## config.mk

```make
export PLATFORM = sky130hd
export DESIGN_NAME = risc_pipe_core
export DESIGN_NICKNAME = d
export VERILOG_FILES = /design/src/rtl/risc_pkg.sv /design/src/rtl/risc_pipe_core_regfile.sv /design/src/rtl/risc_pipe_core.sv
export SDC_FILE = /design/constraint.sdc
export NUM_CORES = 2
export LEC_CHECK = 0
export BUFFER_PORTS_ARGS = -buffer_cell sky130_fd_sc_hd__buf_2
export CORE_MARGIN = 2
export CORE_UTILIZATION = 52
export DETAILED_ROUTE_END_ITERATION = 10
export PLACE_DENSITY_LB_ADDON = 0.2
export REMOVE_ABC_BUFFERS = 1
export SYNTH_ARGS = -nofsm -noshare
export SYNTH_HDL_FRONTEND = slang
export SYNTH_SLANG_ARGS = --single-unit
```

## constraint.sdc

```tcl
create_clock -name clk -period 4.24 [get_ports clk]
set_clock_uncertainty 0.15 [all_clocks]
set_input_delay 0.212 -clock clk [delete_from_list [all_inputs] [get_ports clk]]
set_output_delay 0.212 -clock clk [all_outputs]
set_load 0.05 [all_outputs]
```

## src/rtl/risc_pkg.sv

```systemverilog
// Shared opcodes, instruction field positions and decoded-control types
// used by the pipelined RISC core and its sub-modules.
package risc_pkg;

  localparam logic [5:0] OP_RTYPE = 6'd0;
  localparam logic [5:0] OP_ADDI  = 6'd1;
  localparam logic [5:0] OP_ORI   = 6'd2;
  localparam logic [5:0] OP_BEQ   = 6'd4;
  localparam logic [5:0] OP_BNE   = 6'd5;
  localparam logic [5:0] OP_HALT  = 6'd63;

  localparam logic [5:0] FN_ADD = 6'd0;
  localparam logic [5:0] FN_SUB = 6'd1;
  localparam logic [5:0] FN_AND = 6'd2;
  localparam logic [5:0] FN_OR  = 6'd3;
  localparam logic [5:0] FN_XOR = 6'd4;
  localparam logic [5:0] FN_SLL = 6'd5;
  localparam logic [5:0] FN_SRL = 6'd6;

  localparam int OP_HI = 31, OP_LO = 26;
  localparam int RS_HI = 25, RS_LO = 21;
  localparam int RT_HI = 20, RT_LO = 16;
  localparam int RD_HI = 15, RD_LO = 11;
  localparam int SH_HI = 10, SH_LO = 6;
  localparam int FN_HI = 5,  FN_LO = 0;
  localparam int IMM_HI = 15, IMM_LO = 0;

  typedef enum logic [2:0] {
    ALU_ADD, ALU_SUB, ALU_AND, ALU_OR, ALU_XOR, ALU_SLL, ALU_SRL
  } alu_op_t;

  typedef enum logic [1:0] {IMM_NONE, IMM_SEXT, IMM_ZEXT} imm_sel_t;

  typedef struct packed {
    alu_op_t  alu_op;
    logic     we;
    logic [4:0] dst;
    logic     is_branch;
    logic     branch_ne;
    logic     is_halt;
    imm_sel_t imm_sel;
  } ctrl_t;

  // Counter increment that sticks at all-ones instead of wrapping.
  function automatic logic [31:0] sat_add(input logic [31:0] a, input logic [1:0] inc);
    logic [32:0] sum;
    sum = {1'b0, a} + {31'd0, inc};
    return sum[32] ? 32'hFFFF_FFFF : sum[31:0];
  endfunction

endpackage

```

## src/rtl/risc_pipe_core_regfile.sv

```systemverilog
// 32-entry register file: two combinational read ports, one write port,
// same-cycle write-through to the readers and r0 hardwired to zero.
module risc_regfile #(
  parameter int XLEN = 32
) (
  input  logic            clk,
  input  logic            rst,
  input  logic [4:0]      ra1,
  input  logic [4:0]      ra2,
  output logic [XLEN-1:0] rd1,
  output logic [XLEN-1:0] rd2,
  input  logic            we,
  input  logic [4:0]      wa,
  input  logic [XLEN-1:0] wd
);

  logic [XLEN-1:0] regs [32];

  // Storage update; r0 is never written.
  always_ff @(posedge clk) begin
    if (rst) begin
      for (int i = 0; i < 32; i++) regs[i] <= '0;
    end else if (we && (wa != 5'd0)) begin
      regs[wa] <= wd;
    end
  end

  // Reads see the value being written this cycle.
  always_comb begin
    if (ra1 == 5'd0) rd1 = '0;
    else if (we && (wa == ra1)) rd1 = wd;
    else rd1 = regs[ra1];
    if (ra2 == 5'd0) rd2 = '0;
    else if (we && (wa == ra2)) rd2 = wd;
    else rd2 = regs[ra2];
  end

endmodule

```

## src/rtl/risc_pipe_core.sv

```systemverilog
// Four-stage (F/D/E/W) pipelined RISC core with RAW stall or forwarding,
// branch resolution in E with flush, HALT, and a registered retire port.
module risc_pipe_core
  import risc_pkg::*;
#(
  parameter int XLEN = 32,
  parameter int PC_W = 16,
  parameter logic [PC_W-1:0] RESET_PC = '0,
  parameter int FORWARD = 0
) (
  input  logic            clk,
  input  logic            rst,
  output logic [PC_W-1:0] imem_addr,
  input  logic [31:0]     imem_rdata,
  output logic            retire_valid,
  output logic [PC_W-1:0] retire_pc,
  output logic            retire_we,
  output logic [4:0]      retire_rd,
  output logic [XLEN-1:0] retire_data,
  output logic            halted,
  output logic [31:0]     bubble_cnt
);

  logic [PC_W-1:0] pc, ifid_pc, idex_pc, e_target;
  logic            halt_seen, ifid_valid, idex_valid;
  logic [31:0]     ifid_instr;
  ctrl_t           d_ctrl, idex_ctrl;
  logic            d_use_rs, d_use_rt, d_wr, raw, stall, d_halt, e_taken;
  logic [4:0]      d_rs, d_rt, idex_rs, idex_rt, idex_shamt;
  logic [15:0]     idex_imm;
  logic [XLEN-1:0] rf_a, rf_b, idex_a, idex_b, e_a, e_b, e_src_b, e_result;

  assign imem_addr = pc;
  assign d_rs = ifid_instr[RS_HI:RS_LO];
  assign d_rt = ifid_instr[RT_HI:RT_LO];

  risc_regfile #(.XLEN(XLEN)) u_regfile (
    .clk(clk), .rst(rst), .ra1(d_rs), .ra2(d_rt), .rd1(rf_a), .rd2(rf_b),
    .we(retire_we), .wa(retire_rd), .wd(retire_data)
  );

  // Decode of the IF/ID instruction into control plus source-use flags.
  always_comb begin
    d_ctrl   = '0;
    d_use_rs = 1'b0;
    d_use_rt = 1'b0;
    d_wr     = 1'b0;
    case (ifid_instr[OP_HI:OP_LO])
      OP_RTYPE: begin
        d_ctrl.dst = ifid_instr[RD_HI:RD_LO];
        d_use_rs = 1'b1;
        d_use_rt = 1'b1;
        d_wr     = 1'b1;
        case (ifid_instr[FN_HI:FN_LO])
          FN_ADD:  d_ctrl.alu_op = ALU_ADD;
          FN_SUB:  d_ctrl.alu_op = ALU_SUB;
          FN_AND:  d_ctrl.alu_op = ALU_AND;
          FN_OR:   d_ctrl.alu_op = ALU_OR;
          FN_XOR:  d_ctrl.alu_op = ALU_XOR;
          FN_SLL:  begin d_ctrl.alu_op = ALU_SLL; d_use_rs = 1'b0; end
          FN_SRL:  begin d_ctrl.alu_op = ALU_SRL; d_use_rs = 1'b0; end
          default: begin d_use_rs = 1'b0; d_use_rt = 1'b0; d_wr = 1'b0; end
        endcase
      end
      OP_ADDI: begin
        d_ctrl.dst = d_rt; d_ctrl.imm_sel = IMM_SEXT; d_use_rs = 1'b1; d_wr = 1'b1;
      end
      OP_ORI: begin
        d_ctrl.dst = d_rt; d_ctrl.imm_sel = IMM_ZEXT; d_ctrl.alu_op = ALU_OR;
        d_use_rs = 1'b1; d_wr = 1'b1;
      end
      OP_BEQ, OP_BNE: begin
        d_ctrl.is_branch = 1'b1;
        d_ctrl.branch_ne = (ifid_instr[OP_HI:OP_LO] == OP_BNE);
        d_use_rs = 1'b1;
        d_use_rt = 1'b1;
      end
      OP_HALT: d_ctrl.is_halt = 1'b1;
      default: d_wr = 1'b0;
    endcase
    d_ctrl.we = d_wr && (d_ctrl.dst != 5'd0);
  end

  // Only a distance-1 dependence stalls; write-through covers distance 2.
  assign raw = ifid_valid && idex_valid && idex_ctrl.we &&
               ((d_use_rs && (d_rs == idex_ctrl.dst)) || (d_use_rt && (d_rt == idex_ctrl.dst)));
  assign stall  = (FORWARD == 0) && raw && !e_taken;
  assign d_halt = ifid_valid && d_ctrl.is_halt;

  // Execute: operand forwarding, ALU and branch resolution.
  always_comb begin
    e_a = idex_a;
    e_b = idex_b;
    if ((FORWARD != 0) && retire_we && (retire_rd == idex_rs)) e_a = retire_data;
    else e_a = idex_a;
    if ((FORWARD != 0) && retire_we && (retire_rd == idex_rt)) e_b = retire_data;
    else e_b = idex_b;
    case (idex_ctrl.imm_sel)
      IMM_SEXT: e_src_b = XLEN'($signed(idex_imm));
      IMM_ZEXT: e_src_b = XLEN'(idex_imm);
      default:  e_src_b = e_b;
    endcase
    case (idex_ctrl.alu_op)
      ALU_ADD: e_result = e_a + e_src_b;
      ALU_SUB: e_result = e_a - e_src_b;
      ALU_AND: e_result = e_a & e_src_b;
      ALU_OR:  e_result = e_a | e_src_b;
      ALU_XOR: e_result = e_a ^ e_src_b;
      ALU_SLL: e_result = e_b << idex_shamt;
      ALU_SRL: e_result = e_b >> idex_shamt;
      default: e_result = '0;
    endcase
    e_taken  = idex_valid && idex_ctrl.is_branch && ((e_a == e_b) != idex_ctrl.branch_ne);
    e_target = idex_pc + PC_W'(3'd4) + PC_W'($signed({idex_imm, 2'b00}));
  end

  // Fetch: PC and IF/ID; a flush beats a stall, and a decoded HALT stops fetch for good.
  always_ff @(posedge clk) begin
    if (rst) begin
      pc         <= RESET_PC;
      halt_seen  <= 1'b0;
      ifid_valid <= 1'b0;
      ifid_pc    <= '0;
      ifid_instr <= 32'd0;
    end else if (e_taken) begin
      pc         <= e_target;
      ifid_valid <= 1'b0;
    end else if (stall) begin
      ifid_valid <= ifid_valid;
    end else if (halt_seen || d_halt) begin
      halt_seen  <= 1'b1;
      ifid_valid <= 1'b0;
    end else begin
      pc         <= pc + PC_W'(3'd4);
      ifid_valid <= 1'b1;
      ifid_pc    <= pc;
      ifid_instr <= imem_rdata;
    end
  end

  // ID/EX register; flush and stall both leave a bubble here.
  always_ff @(posedge clk) begin
    if (rst) begin
      idex_valid <= 1'b0;
      idex_pc    <= '0;
      idex_ctrl  <= '0;
      idex_rs    <= 5'd0;
      idex_rt    <= 5'd0;
      idex_shamt <= 5'd0;
      idex_imm   <= 16'd0;
      idex_a     <= '0;
      idex_b     <= '0;
    end else begin
      idex_valid <= ifid_valid && !e_taken && !stall;
      idex_pc    <= ifid_pc;
      idex_ctrl  <= d_ctrl;
      idex_rs    <= d_rs;
      idex_rt    <= d_rt;
      idex_shamt <= ifid_instr[SH_HI:SH_LO];
      idex_imm   <= ifid_instr[IMM_HI:IMM_LO];
      idex_a     <= rf_a;
      idex_b     <= rf_b;
    end
  end

  // EX/WB register, which is also the retire port and the regfile write source.
  always_ff @(posedge clk) begin
    if (rst) begin
      retire_valid <= 1'b0;
      retire_pc    <= '0;
      retire_we    <= 1'b0;
      retire_rd    <= 5'd0;
      retire_data  <= '0;
      halted       <= 1'b0;
    end else begin
      retire_valid <= idex_valid;
      retire_pc    <= idex_valid ? idex_pc : '0;
      retire_we    <= idex_valid && idex_ctrl.we;
      retire_rd    <= idex_valid ? idex_ctrl.dst : 5'd0;
      retire_data  <= idex_valid ? e_result : '0;
      halted       <= halted || (idex_valid && idex_ctrl.is_halt);
    end
  end

  // Bubble accounting: two per taken branch, one per RAW stall.
  always_ff @(posedge clk) begin
    if (rst) bubble_cnt <= 32'd0;
    else if (e_taken) bubble_cnt <= sat_add(bubble_cnt, 2'd2);
    else if (stall) bubble_cnt <= sat_add(bubble_cnt, 2'd1);
    else bubble_cnt <= bubble_cnt;
  end

endmodule

```

Yosys cells after proc, flatten, opt, wreduce, memory -nomap -nowiden:

Memories as Yosys holds them, arrays and structs flattened. A register that Yosys moved wholly into a read port is not among the register bits.
Cells that the tools add are included.

* register bits: 206
* memory bits (writable): 1024
* bits of input ports: 34
* output and inout port bits: 104
* word-level logic and storage cells: 137
* memories: 1

Memory list
* u_regfile.regs: depth 32, bits a word 32, rd ports 2, clocked after memory_dff 2, wr ports 32, line risc_pipe_core_regfile.sv:17 `logic [XLEN-1:0] regs [32];`

* $add $sub $neg: 7
* eq/ne operators: 25
* shift operators: 2
* mux-type cells: 29
* bitwise gates (word level): 8
* reduce and logical (&&, ||, !) cells: 42

Operators by type and width (count)
* 32-bit one-hot mux with 7 select lines: 1
* 32-bit two-way mux: 5
* 32-bit one-hot mux with 2 select lines: 1
* 16-bit two-way mux: 3
* 32-bit by 1-bit adder with 33-bit output (second input constant): 1
* 32-bit by 2-bit adder with 33-bit output (second input constant): 1
* 16-bit by 3-bit adder with 16-bit output (second input constant): 2
* 32-bit adder: 1
* 32-bit bitwise AND: 1
* 32-bit equality test: 1
* 32-bit OR: 1
* 32-bit OR reduction: 1
* 32-bit by 5-bit left shift with 32-bit output: 1
* 32-bit by 5-bit >> shifter with 32-bit output: 1
* 32-bit subtractor: 1
* 32-bit XOR: 1
* 6-bit by 3-bit equality test with 1-bit output (second input constant): 5
* 6-bit by 2-bit equality test with 1-bit output (second input constant): 3
* 3-bit one-hot mux with 6 select lines: 1
* 16-bit adder: 1
* 1-bit logical AND: 15
* 2-bit OR reduction: 7
* 6-bit by 1-bit equality test with 1-bit output (second input constant): 2
* 6-bit zero test: 2
* 29 further kinds: 54

Depth between registers and ports, before layout:

* word-level depth: 10
* gate-level depth with buffers: 24
* gate-level depth less buffers: 21

Modules after synthesis:

A second synthesis with hierarchy kept.

* cells, all modules: 5984
* area, all modules: 72831.1 um^2

Modules (own cells, without submodules)
* risc_regfile: times used 1, cells an instance 3802, area each 55059.1 um^2, sequential area each 30749.5 um^2
* risc_pipe_core: times used 1, cells an instance 2182, area each 17772.0 um^2, sequential area each 5305.1 um^2

Least setup slack after synthesis:

OpenSTA, ideal clock, no wires.

* path kind: reg-to-reg
* start point: reg retire_rd[3]
* end point: mem u_regfile.regs[20][0] (enable)
* arrival: 4307 ps
* required time: 3624 ps
* slack: -682 ps
* cell stages (with the launch flop): 8
* buffers on the path: 3
* clock period less this slack: 4922 ps
* cells stage by stage: dfxtp_1 clkbuf_1 or3_1 clkbuf_1 o31ai_1 or3_1 clkbuf_1 o21ai_0

RTL lines
* start: declaration: line risc_pipe_core.sv:18 `output logic [4:0] retire_rd,`
* start signal: assignment: line risc_pipe_core.sv:179 `retire_rd <= idex_valid ? idex_ctrl.dst : 5'd0;`
* end: declaration: line risc_pipe_core_regfile.sv:17

Worst setup path after layout:

* start point: reg idex_ctrl[0] (netlist bit)
* end point: reg retire_data[28]

* word-level cells in the longest chain between the ends: 4
* elaborated cells between the ends (all ways): 9
* classes of those cells: add/sub (2); eq/ne (2); mux (2); bitwise (3)

Ends and longest elaborated chain
* start: declaration: line risc_pipe_core.sv:27 `ctrl_t d_ctrl, idex_ctrl;`
* start signal: assignment: line risc_pipe_core.sv:156 `idex_ctrl <= d_ctrl;`
* 2-bit equality test or 2-bit by 1-bit equality test with 1-bit output (tied branches): line risc_pipe_core.sv:98 `case (idex_ctrl.imm_sel)`
* 32-bit one-hot mux with 2 select lines (*): line risc_pipe_core.sv:98
* 32-bit subtractor (tied with other cells): line risc_pipe_core.sv:105 `ALU_SUB: e_result = e_a - e_src_b;`
* 32-bit one-hot mux with 7 select lines (*): line risc_pipe_core.sv:103 `case (idex_ctrl.alu_op)`
* end signal: assignment: line risc_pipe_core.sv:180 `retire_data <= idex_valid ? e_result : '0;`
* end: declaration: line risc_pipe_core.sv:19 `output logic [XLEN-1:0] retire_data,`

Every way passes the cells marked *; elsewhere a longest branch is shown, timed or not.
A chain may end at the register's enable or synchronous reset.

==> flow_results.org <==
** Global routing
- The via count of the first global-routing pass is 52600.
- The first global-routing pass estimated 372000 um of wire.
- Entering global routing, the biggest net connects 74 pins.
- Number of antenna violations at the first check in global routing :: 13
- Global Route Usage Sum :: 36.6%
- Global routing finished with a remaining overflow of 0.

** Clocking
- TritonCTS built the clock tree.
- Clock Pin Slew Worst Setup and Hold Paths :: 0.06 ns
- Latest clock arrival within the worst-skew pair :: 0.80 ns
- Number of buffers between clock root and the deepest sink :: 3
- Total clock buffers created by CTS :: 146
- In this run the clock root is driven by a clkbuf_16.
- For this design, the sink count on the clock tree is 1289.
- Clock H-tree levels :: 4

** Power and ir drop
- The internal portion of the total power is 23500 uW.
- Power density over cell area :: 390 mW/mm2
- Comb pwr share :: 16.3%
- Worst vdd rail ir drop :: 0.340 mV
- Net switching is 28.0% of the power.
- In this run the static leakage power is 0.0306 uW.
- Summed over all nets, the switching power comes to 9110 uW.
- Sequential cells account for 44.7% of the total power.
- Clock Power Share :: 39.0%

** Status
- Violations in the final reports :: setup timing
- The run finished, with violations left.

** Detailed routing
- Via count normalized by instance count :: 6.68
- The final route contains 52700 vias.
- Once detail routing completed, the nets flagged for antenna violations numbered 0.
- Wire length after detailed routing :: 260000 um
- The first detailed-routing pass took 7 iterations.
- Starting DRT DRC Count :: 7039
- DR DRC count :: 0
- Post-detailed-route wirelength per cell :: 32.9 um

** Floorplanning
- Floorplan die area :: 0.142 mm2
- Die X :: 377 um
- Boundary Pins :: 138
- Once the floorplan was initialized, standard cells occupied 52.5% of the core.
- Core ar. :: 0.138 mm2
- The floorplan step set the die height to 377 um.
- Number of cell rows :: 136

** STA
- Final hold violation count :: 0
- The count of pins over their slew limit was 0.
- Adding up every negative setup slack in the final design gives -3.88 ns.
- The worst pin sits at a relative slew slack of 10.7%.
- Setup violations remaining at the end of the flow were counted as 18.
- RSZ-0062 raised after global routing :: yes
- PnR worst setup slack :: -0.337 ns
- Time the worst path needs with I/O delays and setup :: 4.58 ns
- Transition at the pin with the smallest max-transition slack :: 1.34 ns
- Maximum achievable frequency :: 0.218 GHz
- Of the available clock period, the critical path in the final layout requires 108%.

** Critical path
- Worst Path Arrival :: 5.11 ns
- Worst R2R Path Depth :: 24
- Category of the most critical setup path :: reg -> reg
- The most critical setup path has its startpoint at idex_ctrl[0]$_SDFF_PP0_.
- Worst reg2reg path startpoint :: idex_ctrl[0]$_SDFF_PP0_
- Worst setup endpoint :: retire_data[28]$_SDFF_PP0_
- Along the worst path, the maximum fanout reaches 5.
- Critical Path Source Type :: register
- Setup crit end kind :: register
- The worst register-to-register path ends at retire_data[28]$_SDFF_PP0_.
- Across all register-to-register paths, the minimum setup slack is -0.34 ns.
- For the worst setup path, the data required time is 4.77 ns.

** Logic synthesis
- For this run, the leading register cell type out of synthesis is edfxtp_1.
- Sequential-to-total area share from yosys stat :: 49.8%
- Async set-reset flop share out of synthesis :: 0%
- EDFF count, synth :: 1024
- Counting flops and latches in the post-synthesis netlist gives 1289.
- The synthesized netlist contains 76 unique library cells.
- After technology mapping, the gate count stands at 5739.
- Summing every instance area after synthesis gives 0.0724 mm2.
- Mean instance size in the synthesized netlist :: 12.6 um2
- Yosys warning total :: 0

** Placed design
- Once detailed placement completed, the half-perimeter wirelength came to 171000 um.
- Placer congestion estimate :: 1.03
- Count of buffers from port buffering :: 137
- Post-placement cell area :: 0.0777 mm2

** Finish
- Ratio of cells with drive above 1 in the final layout :: 25.6%
- Most frequent cells in the layout :: and2_1, edfxtp_1, mux4_2, buf_4, mux2i_1
- Fill cells in the final layout number 10800.
- Leaving out fill and tap cells, the most frequent cell in the layout is and2_1.
- Post-route cell area :: 0.0836 mm2
- Net count reported at finish :: 6143
- The area growth from synthesis to layout is 15.5%.
- Finished Core Util :: 60.6%

** Flow run
- Across the run, the number of max-cap violations was 0.

** Hold path
- The tightest min-delay check is of the in -> reg type.
power groups by stage:
stage | Clock [uW] | Combinational, uW | Sequential [uW]
2_1_floorplan | 0 | 2850 | 15000
3_3_place_gp | 0 | 4890 | 14800
3_5_place_dp | 0 | 4920 | 14800
4_1_cts | 12800 | 5050 | 14500
5_1_grt | 13300 | 5550 | 14600
6_report | 12700 | 5320 | 14600
repair_timing:
action	4_1_cts	5_1_grt
hold buffers	33	0
setup buffers	12	15
gates resized for setup	76	61
hold endpoints to repair	60	0
endpoints found under the setup margin	19	20
pin swaps	42	54
gates cloned	1	0
sequential cells by signal, indices dropped and copies added (netlist names):
register        cells
imem_addr          16
e_a                32
halted              1
ifid_pc            16
retire_pc          16
retire_valid        1
bubble_cnt         32
u_regfile.regs   1024
e_b                32
ifid_valid          1
idex_shamt          4
retire_we           1
idex_imm           12
retire_data        32
halt_seen           1
idex_ctrl          14
retire_rd           5
ifid_instr         32
idex_pc            16
idex_valid          1
worst max-delay path, cell delays in order, from the launching register on:
cell     delay, ns
dfxtp_4       0.36
inv_2         0.05
ha_4          0.15
or2_4         0.29
buf_6         0.13
a22oi_2       0.18
nand2_2       0.09
or4_4         0.57
nor3_4        0.17
buf_4         0.14
buf_6         0.09
a21oi_1       0.07
xnor2_1       0.16
ha_2          0.33
a21oi_1       0.15
o21ai_1       0.12
a22oi_2       0.21
buf_6         0.16
nand3_4       0.10
a21oi_4       0.21
buf_4         0.15
nor2_4        0.04
a22oi_2       0.15
mux2i_1       0.19
nand2_1       0.06
cell type report:
class / instances / area (um2) / area share [%]
flip-flops and latches: 1289 / 36100 / 43.2
well taps: 1794 / 2240 / 2.69
inverters: 93 / 350 / 0.419
multi-input cells: 3840 / 35100 / 42.0
diodes: 1 / 2.50 / 0.00299
repair buffers: 612 / 5050 / 6.04
clock inverters: 74 / 757 / 0.906
clock buffers: 194 / 3970 / 4.74
how the worst min path moves through the flow:
stage,from,endpoint,cells past startpoint,slack [ns]
after floorplan,rst,bubble_cnt[17]$_SDFFE_PP0P_,1,0.13
after global placement,idex_pc[1]$_SDFF_PP0_,retire_pc[1]$_SDFF_PP0_,1,0.29
after detailed placement,ifid_pc[3]$_SDFFE_PP0P_,ifid_pc[3]$_SDFFE_PP0P_,2,0.29
after CTS,imem_rdata[6],ifid_instr[6]$_SDFFE_PP0P_,4,0.006
after global routing,imem_rdata[6],ifid_instr[6]$_SDFFE_PP0P_,4,0.06
final,imem_rdata[6],ifid_instr[6]$_SDFFE_PP0P_,4,0.05
metal layers:
layer  vias to the layer above  GRT usage [%]  wire length (um)
met3                       766           8.31             27800
met4                         4           20.7             17300
met5                         -              0                27
met1                     26600           48.0             97400
li1                      22000              -                 -
met2                      3341           56.3            117000
kinds of logic (layout without fill, tap and decap cells):
family / after synthesis / in the layout / synth area share (%)
compound gates: 843 / 843 / 7.70
xor+xnor: 146 / 146 / 1.77
fa+ha+maj: 127 / 127 / 2.22
buf+inv: 642 / 973 / 3.48
flops: 1289 / 1289 / 49.8
mux: 897 / 897 / 21.2
other cells: 1 / 33 / 0.00518
simple gates: 1794 / 1795 / 13.8
cells in the mapped netlist (all sizes together) (40+ instances only):
| library cell | number | area share [%] |
|---|---|---|
| inv | 93 | 0.48 |
| nand2 | 259 | 1.3 |
| edfxtp | 1024 | 42 |
| o22ai | 105 | 0.92 |
| buf | 141 | 0.88 |
| xnor2 | 82 | 0.99 |
| and2 | 1032 | 8.9 |
| nor2 | 203 | 1.1 |
| nor3 | 40 | 0.29 |
| mux2i | 330 | 4.6 |
| mux2 | 64 | 1.0 |
| nand3 | 47 | 0.32 |
| mux4 | 503 | 16 |
| clkbuf | 408 | 2.1 |
| nand2b | 49 | 0.42 |
| a221oi | 62 | 0.75 |
| o21ai | 130 | 0.90 |
| dfxtp | 265 | 7.3 |
| a21oi | 220 | 1.5 |
| ha | 125 | 2.2 |
| a211oi | 77 | 0.80 |
| xor2 | 64 | 0.77 |
| nor2b | 59 | 0.51 |
| a22oi | 59 | 0.67 |
metrics by stage:
step                worst slack (ns)  std cells  hold slack (ns)  power (uW)
finish                        -0.337       7897           0.0481       32600
floorplan                     -12.55       5221            0.131       17900
global route                  -0.554       7896           0.0567       33400
global placement              -0.761       7568            0.285       19700
detailed placement            -0.729       7568            0.292       19700
CTS                           -0.237       7882          0.00607       32400
Note: power is estimated with default switching activity, not from simulation.
